`src/rtl/muxpar_sched.sv`:
```
`default_nettype none
// ============================================================================
//  Module   : muxpar_sched
//  Purpose  : Round-robin frame scheduler. Grants one source for a whole
//             frame and emits {all-ones header, payload, sequence} words
//             through a single registered valid/ready output stage.
//  Revision : 1.0  initial release
// ============================================================================
module muxpar_sched #(
  parameter int BUS_SIZE  = 32,
  parameter int WORD_SIZE = 4,
  parameter int NUM_SRC   = 4,
  parameter int SRC_W     = 2
) (
  input  logic                                        clk,
  input  logic                                        reset,
  input  logic [NUM_SRC-1:0]                          src_valid,
  input  logic [NUM_SRC*(BUS_SIZE-2*WORD_SIZE)-1:0]   src_data,
  input  logic [NUM_SRC-1:0]                          src_last,
  output logic [NUM_SRC-1:0]                          src_ready,
  output logic                                        out_valid,
  output logic [BUS_SIZE-1:0]                         out_data,
  input  logic                                        out_ready,
  output logic [SRC_W-1:0]                            grant_id,
  output logic                                        busy,
  output logic                                        trunc_err
);

  localparam int                   PAY_W   = BUS_SIZE - 2*WORD_SIZE;
  localparam logic [WORD_SIZE-1:0] MAX_SEQ = '1;
  localparam logic [WORD_SIZE-1:0] HDR     = '1;

  typedef enum logic [0:0] {
    ST_IDLE = 1'b0,
    ST_XFER = 1'b1
  } state_t;

  state_t               state_q;
  logic [SRC_W-1:0]     grant_q;
  logic [SRC_W-1:0]     ptr_q;
  logic [WORD_SIZE-1:0] seq_q;
  logic                 out_valid_q;
  logic [BUS_SIZE-1:0]  out_data_q;
  logic                 trunc_q;

  logic [PAY_W-1:0]     pay_w [NUM_SRC];
  logic                 can_take;
  logic                 accept;
  logic                 last_g;
  logic                 found_d;
  logic [SRC_W-1:0]     grant_d;

  // Slice the flat payload bus into one lane per source
  generate
    for (genvar i = 0; i < NUM_SRC; i++) begin : g_unpack
      assign pay_w[i] = src_data[PAY_W*i +: PAY_W];
    end
  endgenerate

  // The granted source may push whenever the output slot is free or draining
  assign can_take  = (state_q == ST_XFER) && (!out_valid_q || out_ready);
  assign accept    = can_take && src_valid[grant_q];
  assign last_g    = src_last[grant_q];
  assign src_ready = can_take ? (NUM_SRC'(1) << grant_q) : '0;

  // Round-robin search starting just after the last served source;
  // iterating from the far end lets the nearest requester win
  always_comb begin
    logic [SRC_W-1:0] idx;
    found_d = 1'b0;
    grant_d = '0;
    idx     = '0;
    for (int k = NUM_SRC; k >= 1; k--) begin
      idx = SRC_W'((int'(ptr_q) + k) % NUM_SRC);
      if (src_valid[idx]) begin
        found_d = 1'b1;
        grant_d = idx;
      end
    end
  end

  // Output stage: load on accept, otherwise drop valid once drained
  always_ff @(posedge clk) begin
    if (reset) begin
      out_valid_q <= 1'b0;
      out_data_q  <= '0;
    end else if (accept) begin
      out_valid_q <= 1'b1;
      out_data_q  <= {HDR, pay_w[grant_q], seq_q};
    end else if (out_ready) begin
      out_valid_q <= 1'b0;
    end
  end

  // Frame FSM: arbitrate in IDLE, count words and close frames in XFER
  always_ff @(posedge clk) begin
    if (reset) begin
      state_q <= ST_IDLE;
      grant_q <= '0;
      ptr_q   <= '0;
      seq_q   <= '0;
      trunc_q <= 1'b0;
    end else begin
      trunc_q <= 1'b0;
      case (state_q)
        ST_IDLE: begin
          if (found_d) begin
            grant_q <= grant_d;
            state_q <= ST_XFER;
          end
        end
        ST_XFER: begin
          if (accept) begin
            if (last_g || (seq_q == MAX_SEQ)) begin
              state_q <= ST_IDLE;
              ptr_q   <= grant_q;
              seq_q   <= '0;
              // Sequence space exhausted before the source ended its frame
              trunc_q <= (seq_q == MAX_SEQ) && !last_g;
            end else begin
              seq_q <= seq_q + WORD_SIZE'(1);
            end
          end
        end
        default: state_q <= ST_IDLE;
      endcase
    end
  end

  assign out_valid = out_valid_q;
  assign out_data  = out_data_q;
  assign grant_id  = grant_q;
  assign busy      = (state_q == ST_XFER);
  assign trunc_err = trunc_q;

endmodule
`default_nettype wire

```
`config.mk`:
```
export PLATFORM = sky130hd
export DESIGN_NAME = muxpar_sched
export DESIGN_NICKNAME = d
export VERILOG_FILES = /design/src/rtl/muxpar_sched.sv
export SDC_FILE = /design/constraint.sdc
export NUM_CORES = 1
export LEC_CHECK = 0
export ABC_CLOCK_PERIOD_IN_PS = 2700
export CAP_MARGIN = 5
export CORE_UTILIZATION = 39
export CTS_BUF_LIST = sky130_fd_sc_hd__clkbuf_16
export DETAILED_ROUTE_END_ITERATION = 6
export HOLD_SLACK_MARGIN = 0.03
export PLACE_DENSITY = 0.95
export SLEW_MARGIN = 25
export SYNTH_ARGS = -nofsm -noshare
export SYNTH_HDL_FRONTEND = slang
export SYNTH_SLANG_ARGS = --single-unit
export TNS_END_PERCENT = 20
```
`constraint.sdc`:
```
create_clock -name clk -period 2.7 [get_ports clk]
set_input_delay 0.27 -clock clk [delete_from_list [all_inputs] [get_ports clk]]
set_output_delay 0.27 -clock clk [all_outputs]
set_load 0.005 [all_outputs]
```
### Yosys cells after proc, flatten, opt, wreduce, memory -nomap -nowiden

Index checks and enable logic that the tools add are counted.

* add/sub/neg operators: 5
* magnitude comparators: 6
* equal/unequal tests: 1
* shifts and indexed selects: 1
* mux-type cells: 31
* bitwise logic cells: 4
* reduce and logical (&&, ||, !) cells: 12

Operator list (count)
* 24-bit binary-select mux with 2-bit select: 1
* 24-bit two-way mux: 2
* 2-bit by 3-bit less-than comparator with 1-bit output (second input constant): 5
* 1-bit two-way mux: 15
* 1-bit binary-select mux with 2-bit select: 6
* 2-bit two-way mux: 4
* 4-bit two-way mux: 2
* 2-bit by 1-bit adder with 2-bit output (second input constant): 2
* 2-bit adder (second input constant): 2
* 4-bit by 1-bit adder with 4-bit output (second input constant): 1
* 4-bit == test (second input constant): 1
* 2-bit AND reduction: 2
* 4-bit OR reduction: 1
* 1-bit by 2-bit << shifter with 4-bit output (first input constant): 1
* 3-bit greater-or-equal comparator (second input constant): 1
* 1-bit logical AND: 3
* 1-bit NOT: 3
* 2-bit NOT with 3-bit output: 1
* 3-bit AND reduction: 1
* 1-bit logical NOT: 2
* 1-bit logical OR: 2
* 1-bit one-hot mux with 2 select lines: 1
* 2-bit nonzero test: 1

* flip-flop bits (word level): 40
* input bits: 107
* output and inout port bits: 41
* word-level logic and storage cells: 67

### Logic depth before layout (Yosys ltp)

* word-level depth: 9
* gate-level depth with buffers: 6

### Least setup slack after synthesis

No wires, ideal clock.

* path type: reg-to-reg
* from: reg grant_q[0] (netlist: grant_id[0])
* to: reg ptr_q[0]
* setup time: 0.134 ns
* arrival time: 1.542 ns
* required time: 2.566 ns
* slack: 1.024 ns
* stages on the path, launching flop included: 7
* buffers on the path: 2
* period minus slack after synthesis: 1.676 ns
* cell sequence: dfxtp_1 > mux4_2 > and3_1 > buf_2 > buf_4 > nand3b_1 > a21oi_1

* longest elaborated chain between the ends: 4
* elaborated cells on any way between the ends: 7

Ends and longest elaborated chain
* start: declaration: line 39 `logic [SRC_W-1:0] grant_q;`
* start signal: assignment: line 108 `grant_q <= grant_d;`
* 1-bit binary-select mux with 2-bit select (on tied branches): line 62, 63
* 1-bit two-way mux (on tied branches): line 62, 63
* 1-bit logical AND or 1-bit logical OR (tied branches): line 62, 114
* 3-bit AND reduction (no source line)
* end signal: assignment: line 116 `ptr_q <= grant_q;`
* end: declaration: line 40 `logic [SRC_W-1:0] ptr_q;`

Parallel ways exist; a longest one is shown, timed or not. The select of a mux whose other input is x is not followed.
A chain may end at the register's enable or synchronous reset.

### Worst setup path after layout

* from: reg grant_q[0] (netlist: grant_id[0])
* to: out src_ready[3]

* longest elaborated chain between the ends: 2

Ends and longest elaborated chain
* 1-bit by 2-bit << shifter with 4-bit output: line 64 `assign src_ready = can_take ? (NUM_SRC'(1) << grant_q) : '0;`
* 4-bit two-way mux: line 64
* end: declaration: line 20 `output logic [NUM_SRC-1:0] src_ready,`

No other way between the ends.

==> impl_metrics.yaml <==
status:
  status: "complete, no violations"
worst_hold_path:
  hold_path.class: "flop to flop"
worst_setup_path:
  crit_fanout: 24
  start_kind: "flop"
  rrSetupSlack_ns: 0.56
  end_kind: "output port"
  worst_ep_arrival_time_ns: 2.05
  critPathKind: "flop to output port"
  required_ns: 2.43
floorplanning:
  num_rows: 27
  coreArea_um2: 5470
  initial_core_util_pct: 40.4
  die_h_um: 77.3
  io_pins: 148
  dieWidth_um: 77.3
  dieArea_um2: 5970
clock_tree:
  cts_max_path_buffers: 2
  path_clk_slew_ns: 0.06
  clockRootBuffer: "clkbuf_16"
  hold_buffers: 0
  cts_resized: 0
  cts_tree: "built"
  post-cts-setup-buffer-count: 0
  h-tree-depth: 2
  clkLatencyLatePin_ns: 0.28
  cts_buffers: 5
  cts_sinks: 40
layout:
  fin_nets: 478
  layoutNonFillerInstCount: 443
  diodes: 0
  area.growth.synth_to_final_pct: 74.4
  drive_gt1_share_pct: 12.1
yosys:
  synth.distinct_cells: 32
  synth_xor_area_share_pct: 0
  synth_edf_count: 0
  synthSimpleGateAreaFrac_pct: 16.8
  ys_ff_latch: 40
  synth_area_um2: 2210
  synthMuxAreaShare_pct: 27.0
  avgSynthCellArea_um2: 9.57
  synth_top_area_share_pct: 36.2
  synth-compound-area-share_pct: 13.5
  synth-async-reset-ratio_pct: 0
  netlist_instances: 231
  synth_top_family_by_area: "multiplexers"
  synthAdderAreaFrac_pct: 0.566
  yosysTopAreaCell: "dfxtp_1"
  synthTopCellsByArea: "dfxtp_1 (36%), mux4_2 (27%), nand2_1 (10%), a21oi_1 (7.7%), buf_4 (2.0%)"
  yosys-top-cells-count: "nand2_1 (61), dfxtp_1 (40), a21oi_1 (34)"
  synth_seq_area_share_pct: 36.2
  synthFlopType: "dfxtp_1"
  yosys_warnings: 0
  syn-num-nets: 339
  yosysMostFrequentCell: "nand2_1"
run:
  cap_violations: 0
placed_design:
  place.gp.congestion: 0.778
  dp.cells: 435
  hpwl_mm: 5.59
  port-buffer-count: 147
global_route:
  grt_pass1_wl_mm: 11.1
  grt.overflow.total: 0
  grt_max_degree: 25
  grt_use_total_pct: 23.6
  antenna_found_initial: 0
  grt_pass1_vias: 2336
sta:
  finalSetupViolations: 0
  fin_crit_sh_pct: 86.0
  setup_tns_ns: 0
  worst_slew_pin_slew_ns: 0.696
  fin_crit_ns: 2.32
  slew_headroom_pct: 53.6
  slew_violations: 0
  final-hold-violation-count: 0
  fmax_mhz: 430
  rsz0062_at_grt: "no"
  fin_skew_ns: 0.00578
power:
  peakVddDrop_v: 0.000260
  leakagePower_nw: 1.34
  clockPowerShare_pct: 32.3
  p_sw_share_pct: 25.6
  combPwrFrac_pct: 29.7
  p_per_area_nw_per_um2: 456
  power_frac_seq_pct: 38.0
  switching_power_mw: 0.450
  p_int_mw: 1.31
detailed_routing:
  route.detailed.drc: 0
  viasPerCell: 5.30
  vias: 2348
  drtIter0Drc: 70
  final_antenna_net_count: 0
  wire_per_inst_um: 16.0
  dr.pass1.iters: 5
  wl_mm: 7.10
==> cell type report <==
| type | count | area (µm²) |
|---|---|---|
| Multi-Input combinational cell | 165 | 1280 |
| Clock buffer | 5 | 125 |
| Inverter | 4 | 15.0 |
| Fill cell | 445 | 1620 |
| Timing Repair Buffer | 154 | 1520 |
| Clock inverter | 3 | 18.8 |
| Tap cell | 72 | 90.1 |
| Sequential cell | 40 | 802 |
==> cell families (layout without fill, tap and decap cells) <==
logic type	count (synthesis)	count (layout)
mux	27	27
compound gates	49	49
simple gates	88	88
buf+inv	26	166
flops	40	40
fa+ha+maj	1	1
==> power by group through the flow <==
stage / logic [mW] / clock network [mW] / registers, mW
floorplan: 0.247 / 0 / 0.669
global placement: 0.507 / 0 / 0.677
detailed placement: 0.524 / 0 / 0.679
CTS: 0.526 / 0.576 / 0.667
global route: 0.561 / 0.608 / 0.673
finish: 0.522 / 0.568 / 0.667
==> layer usage <==
layer | GRT usage (%) | vias up | routed length (µm)
met5 | 0 | - | 0
met2 | 44.5 | 113 | 3800
li1 | - | 1109 | -
met1 | 26.2 | 1118 | 2690
met3 | 4.52 | 8 | 494
met4 | 7.92 | 0 | 115
==> layout by cell type, fill, tap and decap left out, drive strengths merged, types with 2 or more instances in the layout <==
cell type        n
inv              4
a21oi           34
nand3b           2
nor3             4
o31ai            2
dfxtp           40
clkinv           3
buf              7
and3             2
nand3            5
mux4            26
clkdlybuf4s50  147
nand2           61
o21ai            4
a31oi            2
nand2b           2
nor2             9
clkbuf           5
==> through the flow <==
step / utilization [%] / area (µm²) / total power, mW / hold WS [ns] / worst slack, ns
after floorplan: - / 2210 / 0.916 / 0.453 / 1.02
after global placement: 67.8 / 3710 / 1.18 / 0.441 / 0.448
after detailed placement: 67.8 / 3710 / 1.20 / 0.446 / 0.330
after CTS: 70.4 / 3850 / 1.77 / 0.453 / 0.334
after global routing: 70.4 / 3850 / 1.84 / 0.476 / 0.182
final: 70.4 / 3850 / 1.76 / 0.454 / 0.377
==> worst max-delay path: stages (launching register included) <==
cell,delay [ns]
dfxtp_2,0.54
buf_4,0.45
nand3_1,0.16
nor2_1,0.11
clkdlybuf4s50_1,0.51
==> state kept, by name (all words and copies together), names as in the netlist <==
| register | cells |
|---|---|
| seq_q | 4 |
| ptr_q | 2 |
| out_valid | 1 |
| busy | 1 |
| grant_id | 2 |
| out_data | 29 |
| trunc_err | 1 |
==> path summary, 6_finish.rpt <==
path | startpoint | to | cells past startpoint
setup / recovery | grant_id[0] | src_ready[3] | 4
hold / removal | out_data[18] | out_data[18] | 2
setup reg to reg | grant_id[0] | out_data[2] | 5
hold reg to reg | out_data[18] | out_data[18] | 2
No activity file was read; power rests on OpenSTA's default activity.
